$ cat src/rtl/cpu_pkg.sv
// Shared CPU constants and enums for the fetch-stage PC unit.
// Holds the memory map limits, the PC unit state type and the next-PC select codes.
package cpu_pkg;

  localparam logic [31:0] RESET_PC   = 32'h0000_3000;
  localparam logic [31:0] HANDLER_PC = 32'h0000_4180;
  localparam logic [31:0] IM_LO      = 32'h0000_3000;
  localparam logic [31:0] IM_HI      = 32'h0000_6FFF;

  typedef enum logic {
    RUN,
    GUARD
  } pc_state_e;

  typedef enum logic [2:0] {
    EXC,
    ERET,
    SEQ,
    HOLD,
    JR,
    J,
    BR
  } npc_sel_e;

  // A fetch address is illegal if it is misaligned or outside instruction memory.
  function automatic logic fetch_addr_bad(input logic [31:0] addr);
    return (addr[1:0] != 2'b00) || (addr < IM_LO) || (addr > IM_HI);
  endfunction

endpackage

$ cat src/rtl/npc_calc.sv
// Combinational branch and jump target generation from the ID-stage instruction fields.
// All sums wrap modulo 2^32.
module npc_calc (
  input  logic [31:0] id_pc,
  input  logic [15:0] id_imm16,
  input  logic [25:0] id_index,
  output logic [31:0] id_seq,
  output logic [31:0] br_target,
  output logic [31:0] j_target
);

  assign id_seq    = id_pc + 32'd4;
  assign br_target = id_seq + {{14{id_imm16[15]}}, id_imm16, 2'b00};
  assign j_target  = {id_seq[31:28], id_index, 2'b00};

endmodule

$ cat src/rtl/npc_pc_unit.sv
// Fetch-stage program counter with prioritised next-PC selection.
// A one-cycle GUARD state follows every exception/eret redirect while ID holds a bubble.
module npc_pc_unit
  import cpu_pkg::*;
(
  input  logic        clk,
  input  logic        reset,
  input  logic        stall,
  input  logic [31:0] id_pc,
  input  logic        id_branch,
  input  logic        cmp_result,
  input  logic [15:0] id_imm16,
  input  logic        id_j,
  input  logic [25:0] id_index,
  input  logic        id_jr,
  input  logic [31:0] id_rs,
  input  logic        exc_req,
  input  logic        eret,
  input  logic [31:0] epc,
  output logic [31:0] pc,
  output logic        pc_adel,
  output logic        f_bd
);

  pc_state_e   state, state_next;
  npc_sel_e    sel;
  logic [31:0] pc_next;
  logic        bd_next;
  logic [31:0] pc_seq;
  logic [31:0] id_seq;
  logic [31:0] br_target;
  logic [31:0] j_target;
  logic        id_ctl;

  npc_calc u_npc_calc (
    .id_pc     (id_pc),
    .id_imm16  (id_imm16),
    .id_index  (id_index),
    .id_seq    (id_seq),
    .br_target (br_target),
    .j_target  (j_target)
  );

  assign pc_seq = pc + 32'd4;
  assign id_ctl = id_branch | id_j | id_jr;

  always_comb begin
    if (exc_req)                     sel = EXC;
    else if (eret)                   sel = ERET;
    else if (state == GUARD)         sel = SEQ;
    else if (stall)                  sel = HOLD;
    else if (id_jr)                  sel = JR;
    else if (id_j)                   sel = J;
    else if (id_branch & cmp_result) sel = BR;
    else                             sel = SEQ;
  end

  always_comb begin
    // NOTE: every output of this block gets a default first so no path leaves it unassigned (no latch).
    pc_next    = pc_seq;
    bd_next    = (state == RUN) & id_ctl;
    state_next = RUN;
    case (sel)
      EXC: begin
        pc_next    = HANDLER_PC;
        bd_next    = 1'b0;
        state_next = GUARD;
      end
      ERET: begin
        pc_next    = epc;
        bd_next    = 1'b0;
        state_next = GUARD;
      end
      HOLD: begin
        pc_next = pc;
        bd_next = f_bd;
      end
      JR:      pc_next = id_rs;
      J:       pc_next = j_target;
      BR:      pc_next = br_target;
      default: pc_next = pc_seq;
    endcase
  end

  // NOTE: state registers use non-blocking assignments so all flops update together at the edge.
  always_ff @(posedge clk or posedge reset) begin
    if (reset) begin
      pc    <= RESET_PC;
      f_bd  <= 1'b0;
      state <= RUN;
    end else begin
      pc    <= pc_next;
      f_bd  <= bd_next;
      state <= state_next;
    end
  end

  assign pc_adel = fetch_addr_bad(pc);

endmodule

$ cat config.mk
export PLATFORM = sky130hd
export DESIGN_NAME = npc_pc_unit
export DESIGN_NICKNAME = d
export VERILOG_FILES = /design/src/rtl/cpu_pkg.sv /design/src/rtl/npc_calc.sv /design/src/rtl/npc_pc_unit.sv
export SDC_FILE = /design/constraint.sdc
export NUM_CORES = 1
export LEC_CHECK = 0
export CORE_UTILIZATION = 25
export CTS_CLUSTER_DIAMETER = 60
export DETAILED_ROUTE_END_ITERATION = 12
export HOLD_SLACK_MARGIN = 0.02
export SYNTH_ARGS = -nofsm -noshare
export SYNTH_HDL_FRONTEND = slang
export SYNTH_SLANG_ARGS = --single-unit
$ cat constraint.sdc
create_clock -name clk -period 2.8 [get_ports clk]
set_clock_uncertainty 0.15 [all_clocks]
set_input_delay 0.42 -clock clk [delete_from_list [all_inputs] [get_ports clk]]
set_output_delay 0.42 -clock clk [all_outputs]
set_load 0.05 [all_outputs]
* Word-level counts from Yosys, hierarchy flattened
Cells that the tools add are included.
** Word-level totals
- Register bits :: 34
- Bits of input ports :: 147
- Output and inout port bits :: 34
** Cells by class
- Add/sub/neg operators :: 3
- Magnitude comparators :: 2
- Eq/ne operators :: 5
- Muxes and demuxes :: 10
- Bitwise logic cells :: 5
- Reduce and logical (&&, ||, !) cells :: 5
** Operators by type and width (number)
- one-hot mux 32 bit (6 select lines) :: 1
- adder 32 x 3 -> 32 bit (second input constant) :: 2
- adder 32 bit :: 1
- greater-than comparator 32 x 15 -> 1 bit (second input constant) :: 1
- less-than comparator 32 x 14 -> 1 bit (second input constant) :: 1
- two-way mux 3 bit :: 7
- equality test 3 bit (second input constant) :: 3
- equality test 3 x 1 -> 1 bit (second input constant) :: 1
- equality test 3 x 2 -> 1 bit (second input constant) :: 1
- zero test 3 bit :: 1
- AND 1 bit :: 2
- logical OR 1 bit :: 2
- bitwise OR 1 bit :: 2
- one-hot mux 1 bit (2 select lines) :: 1
- nonzero test 2 bit :: 1
- OR reduction 2 bit :: 1
- two-way mux 1 bit :: 1
- NOT 1 bit :: 1

* Depth between registers and ports, before layout
Gate-level depths: netlist (run 1).
- Depth in word-level cells :: 11
- Mapped depth :: 18
- Gate-level depth less buffers :: 17

* Cells and area by module
A second synthesis (run 1) with hierarchy kept.
** Second synthesis, totals
- Cells, all modules :: 702
- Area total of the unflattened synthesis :: 5410.2 sq um
** By module, submodules not included
- npc_pc_unit :: times used 1, cells each 338, area each 2847.7 sq um, sequential area each 853.3 sq um
- npc_calc :: times used 1, cells each 364, area each 2562.5 sq um, sequential area each 0.0 sq um

* Worst setup path after synthesis (run 1)
Ideal clock, no wire load.
- Path type :: input to register
- Start point :: in id_pc[2]
- End point :: reg pc[26]
- Arrival time :: 3.263 ns
- Path slack :: -0.692 ns
- Stages :: 15
- Path buffers :: 0
- Cell sequence :: ha_1 > nand4_1 > nor2_1 > nand2_1 > xnor2_1 > ha_1 > inv_1 > o21bai_1 > a211o_1 > o211ai_2 > a21oi_2 > o31ai_4 > mux2_1 > a211oi_1 > a2bb2oi_1
** On the way
- Longest elaborated chain between the ends :: 3
** RTL lines
- start, declared :: RTL line npc_pc_unit.sv:9 : input logic [31:0] id_pc,
- adder 32 x 3 -> 32 bit :: RTL line npc_calc.sv:12 : assign id_seq = id_pc + 32'd4;
- adder 32 bit :: RTL line npc_calc.sv:13 : assign br_target = id_seq + {{14{id_imm16[15]}}, id_imm16, 2'b00};
- one-hot mux 32 bit (6 select lines) :: RTL line npc_pc_unit.sv:63 : case (sel)
- end signal, assigned :: RTL line npc_pc_unit.sv:92 : pc <= pc_next;
- end, declared :: RTL line npc_pc_unit.sv:20 : output logic [31:0] pc,
No other way between the ends.
A chain may end at the register's enable or synchronous reset.

* Worst setup path after layout (run 1)
- Start point :: in id_pc[9]
- End point :: reg pc[28]
** On the way
- Longest elaborated chain between the ends :: 3
** RTL lines (RTL line)
- adder 32 x 3 -> 32 bit * :: npc_calc.sv:12
- adder 32 bit :: npc_calc.sv:13
- one-hot mux 32 bit (6 select lines) * :: npc_pc_unit.sv:63
Every way passes the cells marked *; elsewhere a longest branch is shown, timed or not.

==> results of run 1 <==
==> sequential cells by signal, indices dropped and copies added, names as in the netlist <==
| name | cells |
|---|---|
| f_bd | 1 |
| state | 1 |
| pc | 32 |
==> worst max-delay path, stage by stage <==
cell	delay [ps]
buf_6	70
nand4_1	160
nor3_4	290
buf_4	180
xor2_4	160
ha_4	230
a21oi_2	170
o21bai_1	100
a211o_1	290
o211ai_2	220
a21oi_2	120
o31ai_4	270
a21boi_2	100
o2111a_1	250
o32a_1	340
==> cell families (layout without fill, tap and decap cells) <==
family | after synthesis | after routing
xor+xnor | 59 | 59
fa+ha+maj | 37 | 37
buf+inv | 51 | 446
compound gates | 220 | 220
other cells | 0 | 2
mux | 15 | 15
simple gates | 254 | 254
flops | 34 | 34
==> routing by layer <==
metal  GRT usage (%)  wire length [microns]
met1            27.3                   9530
met2            35.1                   9990
met3            3.33                   1390
met4            6.68                    600
met5               0                      0
==> cell type report <==
class	count	area share, %
Antenna cell	2	0.0527
Clock buffer	8	1.75
Inverter	28	1.11
Multi-Input combinational cell	585	47.2
Sequential cell	34	8.98
Tap cell	260	3.42
Timing Repair Buffer	410	37.5
==> final timing paths <==
kind                          start  endpoint  slack, ps  cells past startpoint
min in group asynchronous     reset     pc[0]        360                      2
min reg2reg                    f_bd      f_bd        330                      2
min                            f_bd      f_bd        330                      2
max in group asynchronous     reset    pc[29]       1540                      3
max reg2reg                  pc[12]    pc[24]        140                      8
max                        id_pc[9]    pc[28]       -560                     15
==> layout by cell type (no fill, tap or decap), types with 6 or more instances in the layout <==
cell             Yosys  final
o21a_1               6      6
a21o_1              11     11
nand4_1             20     20
buf_4                1    222
o21ai_1              4      6
a21oi_1             74     59
nand2_1             80     76
dlygate4sd2_1        0      7
xnor2_1             37     30
o21ai_0             32     20
nor2_1              64     58
nor3_1              14     12
a221oi_1            15     11
and3_1               9      7
a221o_1              6      6
clkdlybuf4s50_1      0    160
xor2_1              22     15
a21oi_2              2     14
buf_6                0     12
xnor2_2              0      7
nand3_1             23     18
mux2i_1             13     11
inv_1               28     25
dfrtp_1             32     32
nor4_1               8      8
o21ai_2              0      8
ha_1                36     29
==> through the flow <==
stage	setup TNS, ps	util [%]	hold WS, ps	worst slack, ps
CTS	-6450	47.3	335	-579
detailed placement	-27310	44.9	320	-1380
floorplan	-3960	-	410	-489
finish	-6930	50.1	333	-556
global placement	-26170	44.9	314	-1320
global route	-10430	50.1	402	-732
==> power by group through the flow <==
stage	clock network, uW	logic (uW)	registers [uW]
finish	602	1640	608
floorplan	0	537	762
global route	638	1760	617
global placement	0	1420	614
detailed placement	0	1430	616
CTS	615	1500	608
==> repair_timing <==
action / 4_1_cts / 5_1_grt
hold buffers: 0 / 0
setup endpoints to repair: 26 / 25
resized for setup: 105 / 77
pin swaps: 70 / 74
setup buffers: 18 / 18
hold endpoints to repair: 0 / 0
==> cell usage after synthesis, types with 7 or more instances <==
library cell	instances	share of area, %
a21o_1	11	1.7
a21oi_1	74	7.5
a221oi_1	15	2.7
a31oi_1	7	0.89
and3_1	9	1.1
clkbuf_1	14	1.1
dfrtp_1	32	16
ha_1	36	9.2
inv_1	28	2.1
mux2i_1	13	2.7
nand2_1	80	6.1
nand3_1	23	2.3
nand4_1	20	2.5
nor2_1	64	4.9
nor3_1	14	1.4
nor4_1	8	1.0
o21ai_0	32	3.3
xnor2_1	37	6.6
xor2_1	22	3.9
==> impl_metrics.csv, run 1 <==
group,metric,value,unit
synthesis,synthAdderAreaFrac,9.58,%
synthesis,yosysSeqAreaShare,17.4,%
finish,areaGrowthSynthToFinish,93.6,%
place,dpl.hpwl,17700,microns
finish,final_nets,1248,
hold_path,hold_class,"flip-flop to flip-flop",
finish,seq_area,853,sq um
place,dpl_cell_area,0.00851,sq mm
routing,vias,6568,
synthesis,synth-compound-area-share,30.1,%
worst_setup_path,worstPathRequired,2810,ps
synthesis,synthSimpleGateAreaFrac,25.2,%
synthesis,ys_ff_latch,34,
cts,cts_buffer_depth,2,
power_and_ir_drop,switchingPower,1080,uW
finish,nFillCells,1799,
timing,finalSetupViolCount,17,
synthesis,synthesis.area,0.00491,sq mm
timing,setup_ws,-556,ps
timing,slew_headroom,49.5,%
power_and_ir_drop,power,2850,uW
power_and_ir_drop,clkPwrFrac,21.1,%
die,io_pins,181,
power_and_ir_drop,p_per_area,300,mW/mm^2
cts,clk_pin_slew,50,ps
routing,drcViolationCount,0,
power_and_ir_drop,max-vdd-ir-drop,0.245,mV
place,place_inst,1284,
synthesis,ys.flop_type,"dfrtp_1",
status,violations,"negative setup slack",
synthesis,syn_inst,670,
routing,routed_wl,21500,microns
routing,wl_per_cell,16.2,microns
timing,final-max-slew-violation-count,0,
grt,grt_pass1_vias,6503,
timing,rsz0062_at_grt,"true",
die,fp-row-count,50,
run,maxCapViolations,0,
synthesis,avgSynthCellArea,7.33,sq um
synthesis,synth_top_family_by_area,"compound AO/OA/AOI/OAI gates",
finish,stdcell_area,0.00950,sq mm
cts,htreeDepth,2,
timing,worst_pin_slew,754,ps
cts,cts_sinks,34,
grt,grt.total_usage,20.9,%
power_and_ir_drop,p_sw_share,37.8,%
routing,viasPerCell,4.95,
cts,clk_latency,280,ps
worst_setup_path,cp-end-kind,"flip-flop",
synthesis,synthMuxAreaShare,3.11,%
power_and_ir_drop,p_leak,0.00401,uW
cts,cts-root-buf,"clkbuf_16",
synthesis,synth.distinct_cells,68,
finish,finalNonFillerCells,1327,
synthesis,syn-num-nets,854,
place,gp_congestion,0.864,
routing,drt_iter0_drc,208,
timing,period_needed,3360,ps
synthesis,synthXorXnorAreaFrac,10.5,%
synthesis,synth_edf_count,0,
die,die_x,142,microns
finish,multi_input_area,0.00449,sq mm
routing,first_pass_iters,6,
die,die_y,142,microns
worst_setup_path,cp_max_fo,3,
worst_setup_path,timing_worst_setup_path_type,"primary input to flip-flop",
power_and_ir_drop,pwr-share-comb,57.6,%
grt,grt_first_pass_wirelength,33200,microns
grt,grt_overflow_total,0,
timing,finalHoldViolations,0,
worst_setup_path,cp-start-kind,"primary input",
place,io_buffer_count,180,
cts,cts_tree,"yes",
worst_setup_path,cp.arrival,3370,ps
power_and_ir_drop,intPower,1770,uW
synthesis,ys_async_sr_fraction,100,%
synthesis,ys_warn_count,0,
finish,drive_gt1_share,34.0,%
routing,ant_nets,0,
timing,max_freq,298,MHz
grt,antenna_found_initial,2,
die,die_area,0.0202,sq mm
die,initial_core_util,25.9,%
power_and_ir_drop,sequentialPowerShare,21.3,%
grt,grt_max_degree,18,
die,coreArea,0.0190,sq mm
cts,numCtsBuffers,5,
status,outcome,"complete, but fails checks",
timing,fin_crit_sh,120,%
No activity file was read; power rests on OpenSTA's default activity.
==> inputs of run 2 (changes only) <==
--- a/config.mk
+++ b/config.mk
@@ -5,6 +5,7 @@
 export SDC_FILE = /design/constraint.sdc
 export NUM_CORES = 1
 export LEC_CHECK = 0
+export CAP_MARGIN = 0
 export CORE_UTILIZATION = 25
 export CTS_CLUSTER_DIAMETER = 60
 export DETAILED_ROUTE_END_ITERATION = 12
@@ -12,3 +13,4 @@
 export SYNTH_ARGS = -nofsm -noshare
 export SYNTH_HDL_FRONTEND = slang
 export SYNTH_SLANG_ARGS = --single-unit
+export TNS_END_PERCENT = 1
==> run 2 against run 1 <==
Compared with the run above: combinational power down 3%; critical endpoint is now pc[26]; worst setup slack worse by 31 ps; clock-buffer cell count down 1; global-route usage up 0.57 points; critical path type unchanged; cell count down 0.45%; register-to-register slack better by 50 ps; the flow still finishes with violations (negative setup slack); worst hold slack worse by 8.2 ps; sequential cell count unchanged.
==> impl_metrics.csv, run 2 (synthesis gave the netlist of run 1 again) <==
group,metric,value,unit
status,outcome,"complete, but fails checks",
status,violations,"negative setup slack",
grt,antenna_found_initial,1,
finish,largest-register,"pc",
cts,htreeDepth,2,
finish,layout_commonest_cell,"buf_4",
timing,hold_slack,325,ps
worst_setup_path,timing_worst_setup_path_type,"primary input to flip-flop",
power_and_ir_drop,max-vdd-ir-drop,0.258,mV
finish,largestRegisters,"pc x32, f_bd x1, state x1",
grt,grt.total_usage,21.5,%
routing,routed_wl,21900,microns
finish,mostFrequentLayoutCells,"buf_4 (218), clkdlybuf4s50_1 (161), nand2_1 (75), nor2_1 (60), a21oi_1 (58)",
cts,numCtsBuffers,5,
hold_path,hold_class,"flip-flop to flip-flop",
timing,finalHoldViolations,0,
timing,period_needed,3390,ps
routing,vias,6625,
timing,rsz0062_at_grt,"true",
timing,slew_headroom,49.9,%
routing,viasPerCell,5.02,
finish,final_nets,1243,
worst_setup_path,cp_max_fo,3,
routing,wl_per_cell,16.6,microns
grt,grt_overflow_total,0,
routing,first_pass_iters,5,
cts,cts_sinks,34,
routing,drcViolationCount,0,
die,coreArea,0.0190,sq mm
cts,cts_buffer_depth,2,
grt,grt_first_pass_wirelength,34100,microns
finish,nFillCells,1841,
cts,cts_tree,"yes",
place,gp_congestion,0.879,
timing,max_freq,295,MHz
place,io_buffer_count,180,
routing,drt_iter0_drc,406,
die,die_y,142,microns
finish,largest_reg_flops,32,
die,die_area,0.0202,sq mm
power_and_ir_drop,p_leak,0.00397,uW
worst_setup_path,worstPathRequired,2850,ps
timing,final-max-slew-violation-count,0,
cts,cts-root-buf,"clkbuf_16",
cts,clk_latency,280,ps
grt,grt_max_degree,19,
place,dpl.hpwl,17800,microns
hold_path,min_from,"f_bd",
finish,drive_gt1_share,32.6,%
die,fp-row-count,50,
routing,ant_nets,0,
finish,finalNonFillerCells,1321,
power_and_ir_drop,p_per_area,295,mW/mm^2
die,initial_core_util,25.9,%
cts,clk_pin_slew,50,ps
worst_setup_path,startpoint,"id_imm16[0]",
worst_setup_path,cp.arrival,3430,ps
worst_setup_path,r2r-start,"pc[12]",
timing,worst_pin_slew,749,ps
grt,grt_pass1_vias,6577,
place,place_inst,1279,
timing,setup_ws,-587,ps
power_and_ir_drop,power,2750,uW
run,maxCapViolations,0,
die,die_x,142,microns
worst_setup_path,cp-start-kind,"primary input",
finish,areaGrowthSynthToFinish,89.9,%
timing,fin_crit_sh,121,%
worst_setup_path,cp-end-kind,"flip-flop",
timing,finalSetupViolCount,20,
cts,cts-hold-fix-buffers,0,
die,io_pins,181,
==> run 2: changes by cell type in the layout (fill, tap and decap cells not counted), moves of 3 or more <==
cell             change
clkbuf_2             +4
o21ai_1              +3
dlygate4sd2_1        -3
xor2_2               -3
ha_1                 +3
buf_4                -4
clkdlybuf4s15_1      -3
xor2_1               +3
o21ai_2              -5
o21ai_0              +3
==> run 2: timing repair <==
item / CTS / global route
gates resized for setup: 123 / 51
endpoints found under the hold margin: 0 / 0
pin swaps: 70 / 52
endpoints found under the setup margin: 27 / 26
setup buffers: 18 / 15
==> run 2: final cells by class <==
class / instances / area (sq um) / area share [%]
well taps: 260 / 325 / 3.49
clock inverters: 1 / 5.00 / 0.0537
inverters: 28 / 105 / 1.13
clock buffers: 7 / 143 / 1.53
multi-input cells: 585 / 4370 / 46.9
flip-flops and latches: 34 / 853 / 9.16
repair buffers: 405 / 3510 / 37.7
diodes: 1 / 2.50 / 0.0269
==> run 2: per-stage QoR <==
| stage | worst slack [ps] | TNS, ps | utilization (%) | area [sq um] |
|---|---|---|---|---|
| 4_1_cts | -569 | -6890 | 47.6 | 9020 |
| 6_report | -587 | -7200 | 49.2 | 9320 |
| 2_1_floorplan | -505 | -4720 | - | 4930 |
| 3_3_place_gp | -1360 | -27270 | 44.4 | 8420 |
| 3_5_place_dp | -1420 | -28580 | 44.4 | 8420 |
| 5_1_grt | -744 | -10350 | 49.2 | 9320 |
==> run 2: report_power, final <==
part / switching [uW] / leakage (uW) / total, uW / internal [uW]
clock network: 203 / 0.0000739 / 555 / 352
logic: 791 / 0.00347 / 1590 / 797
registers: 64.6 / 0.000424 / 605 / 540
==> run 2: routing by layer <==
| metal | up-vias | wire [microns] | global-route usage [%] |
|---|---|---|---|
| li1 | 3275 | - | - |
| met1 | 3089 | 9910 | 28.6 |
| met2 | 222 | 10200 | 35.4 |
| met3 | 39 | 1180 | 3.06 |
| met4 | 0 | 604 | 7.41 |
| met5 | - | 0 | 0 |
==> run 2: final timing paths <==
path,end,slack (ps),cells past startpoint
worst min-delay path,f_bd,320,2
min in group asynchronous,pc[19],340,3
worst min register to register,f_bd,320,2
worst max register to register,pc[24],190,8
worst max-delay path,pc[26],-590,13
max in group asynchronous,pc[13],1880,3
==> run 2: critical path: stages <==
cell             delay, ps
clkdlybuf4s50_1        470
ha_2                   180
inv_1                   60
fa_2                   350
and2b_2                260
o2111ai_4              150
a211oi_4               310
o211ai_2               140
a21oi_2                240
o31ai_4                110
mux2_4                 310
a211oi_2               230
a2bb2oi_1              190
==> inputs of run 3 (changes only) <==
--- a/config.mk
+++ b/config.mk
@@ -6,6 +6,7 @@
 export NUM_CORES = 1
 export LEC_CHECK = 0
 export CAP_MARGIN = 0
+export CORE_ASPECT_RATIO = 0.9
 export CORE_UTILIZATION = 25
 export CTS_CLUSTER_DIAMETER = 60
 export DETAILED_ROUTE_END_ITERATION = 12
==> run 3 against run 2 <==
Compared with the run above: the flow still finishes with violations (negative setup slack); global-route usage decreased by 0.39 points; power decreased by 0.31%; routed wire length decreased by 1.4%; final area decreased by 1.7%; cell count decreased by 1.5%; critical path depth increased by 4; fmax increased by 0.61%; combinational power about the same; largest cell class unchanged.
==> impl_metrics.csv, run 3 (synthesis gave the netlist of run 1 again) <==
group,metric,value,unit
status,outcome,"complete, but fails checks",
status,violations,"negative setup slack",
grt,grt_first_pass_wirelength,33500,microns
timing,finalHoldViolations,0,
grt,grt_pass1_vias,6486,
timing,slew_headroom,50.0,%
finish,seq_area,853,sq um
cts,cts_tree,"yes",
hold_path,hold_class,"flip-flop to flip-flop",
routing,first_pass_iters,4,
worst_setup_path,startpoint,"id_pc[2]",
power_and_ir_drop,max-vdd-ir-drop,0.221,mV
power_and_ir_drop,power,2740,uW
worst_setup_path,cp-end-kind,"flip-flop",
place,gp_congestion,0.895,
die,io_pins,181,
routing,drcViolationCount,0,
place,dpl.hpwl,17700,microns
timing,fin_crit_sh,120,%
routing,drt_iter0_drc,326,
worst_setup_path,crit_chain,"buf_8 > ha_4 > nand4_1 > nor2_4 > buf_6 > buf_4 > nand3_4 > xnor2_2 > ha_1 > nand2_1 > nand2_1 > a21o_1 > and4_4 > o31ai_4 > mux2_4 > a211oi_2 > a2bb2oi_1",
finish,nFillCells,1912,
place,pre_cts_ws,-1500,ps
die,initial_core_util,25.5,%
finish,largest-register,"pc",
power_and_ir_drop,p_per_area,299,mW/mm^2
worst_setup_path,worstPathRequired,2860,ps
worst_setup_path,crit_slowest_cell,"ha_1",
timing,final-max-slew-violation-count,0,
grt,antenna_found_initial,1,
cts,clk_latency,280,ps
finish,final_nets,1233,
routing,ant_nets,0,
cts,cts-root-buf,"clkbuf_16",
place,dpl_cell_area,0.00842,sq mm
finish,stdcell_area,0.00916,sq mm
cts,cts_sinks,34,
routing,viasPerCell,5.03,
worst_setup_path,cp.arrival,3420,ps
cts,htreeDepth,2,
worst_setup_path,cp-start-kind,"primary input",
cts,clk_pin_slew,60,ps
place,place_inst,1273,
finish,finalNonFillerCells,1301,
finish,layout_commonest_cell,"buf_4",
timing,finalSetupViolCount,19,
die,coreArea,0.0192,sq mm
timing,rsz0062_at_grt,"true",
routing,routed_wl,21600,microns
grt,grt_max_degree,35,
routing,vias,6543,
finish,drive_gt1_share,31.0,%
grt,grt.total_usage,21.1,%
worst_setup_path,slowest_delay,350,ps
die,die_x,150,microns
finish,largest_reg_flops,32,
worst_setup_path,timing_worst_setup_path_type,"primary input to flip-flop",
run,maxCapViolations,0,
worst_setup_path,path_delay_family,"compound AO/OA/AOI/OAI gates",
worst_setup_path,cp_common_cell,"nand2_1",
timing,period_needed,3370,ps
finish,multi_input_area,0.00430,sq mm
timing,setup_ws,-566,ps
hold_path,min_from,"f_bd",
grt,grt_overflow_total,0,
cts,cts_buffer_depth,2,
routing,wl_per_cell,16.6,microns
finish,mostFrequentLayoutCells,"buf_4 (211), clkdlybuf4s50_1 (162), nand2_1 (77), nor2_1 (61), a21oi_1 (60)",
die,fp-row-count,48,
timing,tns,-7500,ps
worst_setup_path,crit_buf_inv,3,
timing,worst_pin_slew,747,ps
worst_setup_path,r2r-start,"state",
finish,largestRegisters,"pc x32, f_bd x1, state x1",
die,die_y,135,microns
timing,max_freq,297,MHz
finish,areaGrowthSynthToFinish,86.6,%
place,io_buffer_count,180,
cts,numCtsBuffers,5,
die,die_area,0.0202,sq mm
power_and_ir_drop,p_leak,0.00389,uW
worst_setup_path,cp_max_fo,4,
-- run 3: cell types whose count changed in the layout (fill, tap and decap cells not counted), sizes merged --
cell,previous run,this run
buf,235,225
clkbuf,11,6
clkdlybuf4s50,161,162
clkinvlp,0,1
dlymetal6s2s,1,4
-- run 3: repair_timing --
item	in CTS	in global routing
hold buffers	0	0
setup endpoints to repair	26	27
setup buffers	15	6
resized for setup	95	55
endpoints found under the hold margin	0	0
pin swaps	54	40
-- run 3: layout make-up --
| cell class | instances | area share [%] |
|---|---|---|
| Antenna cell | 1 | 0.0273 |
| Inverter | 28 | 1.15 |
| Multi-Input combinational cell | 585 | 46.9 |
| Clock inverter | 2 | 0.137 |
| Timing Repair Buffer | 395 | 37.5 |
| Tap cell | 250 | 3.41 |
| Sequential cell | 34 | 9.32 |
| Clock buffer | 6 | 1.52 |
-- run 3: metrics by stage --
stage                     hold slack [ps]  util, %
after floorplan                       410        -
after global placement                315     43.8
after detailed placement              322     43.8
after CTS                             341     46.2
after global routing                  374     47.7
final                                 343     47.7
-- run 3: path summary, 6_finish.rpt --
path	slack, ps	cells past startpoint	end
max	-570	17	pc[26]
min	340	2	f_bd
max reg2reg	250	10	pc[26]
min reg2reg	340	2	f_bd
max in group asynchronous	1740	3	pc[12]
min in group asynchronous	400	3	pc[7]
-- run 3: routing by layer --
metal  vias up  GRT usage (%)  wire length (microns)
met5         -              0                      0
met2       233           34.3                   9580
met1      3007           28.9                  10100
met4         0           7.46                    665
met3        43           2.20                   1320
li1       3260              -                      -
-- run 3: power by group --
part / switching (uW) / internal (uW) / leakage [uW]
sequential: 68.2 / 540 / 0.000424
combinational: 776 / 784 / 0.00340
clock: 218 / 352 / 0.0000729
total: 1060 / 1680 / 0.00389
-- run 3: worst register-to-register path, cell delays in order, from the launching register on --
cell,delay [ps]
dfrtp_1,470
o41ai_2,380
buf_4,170
and2_2,240
buf_4,260
nand2_1,80
o211ai_1,110
a21oi_1,90
nor2b_1,170
a211oi_2,200
a2bb2oi_1,160
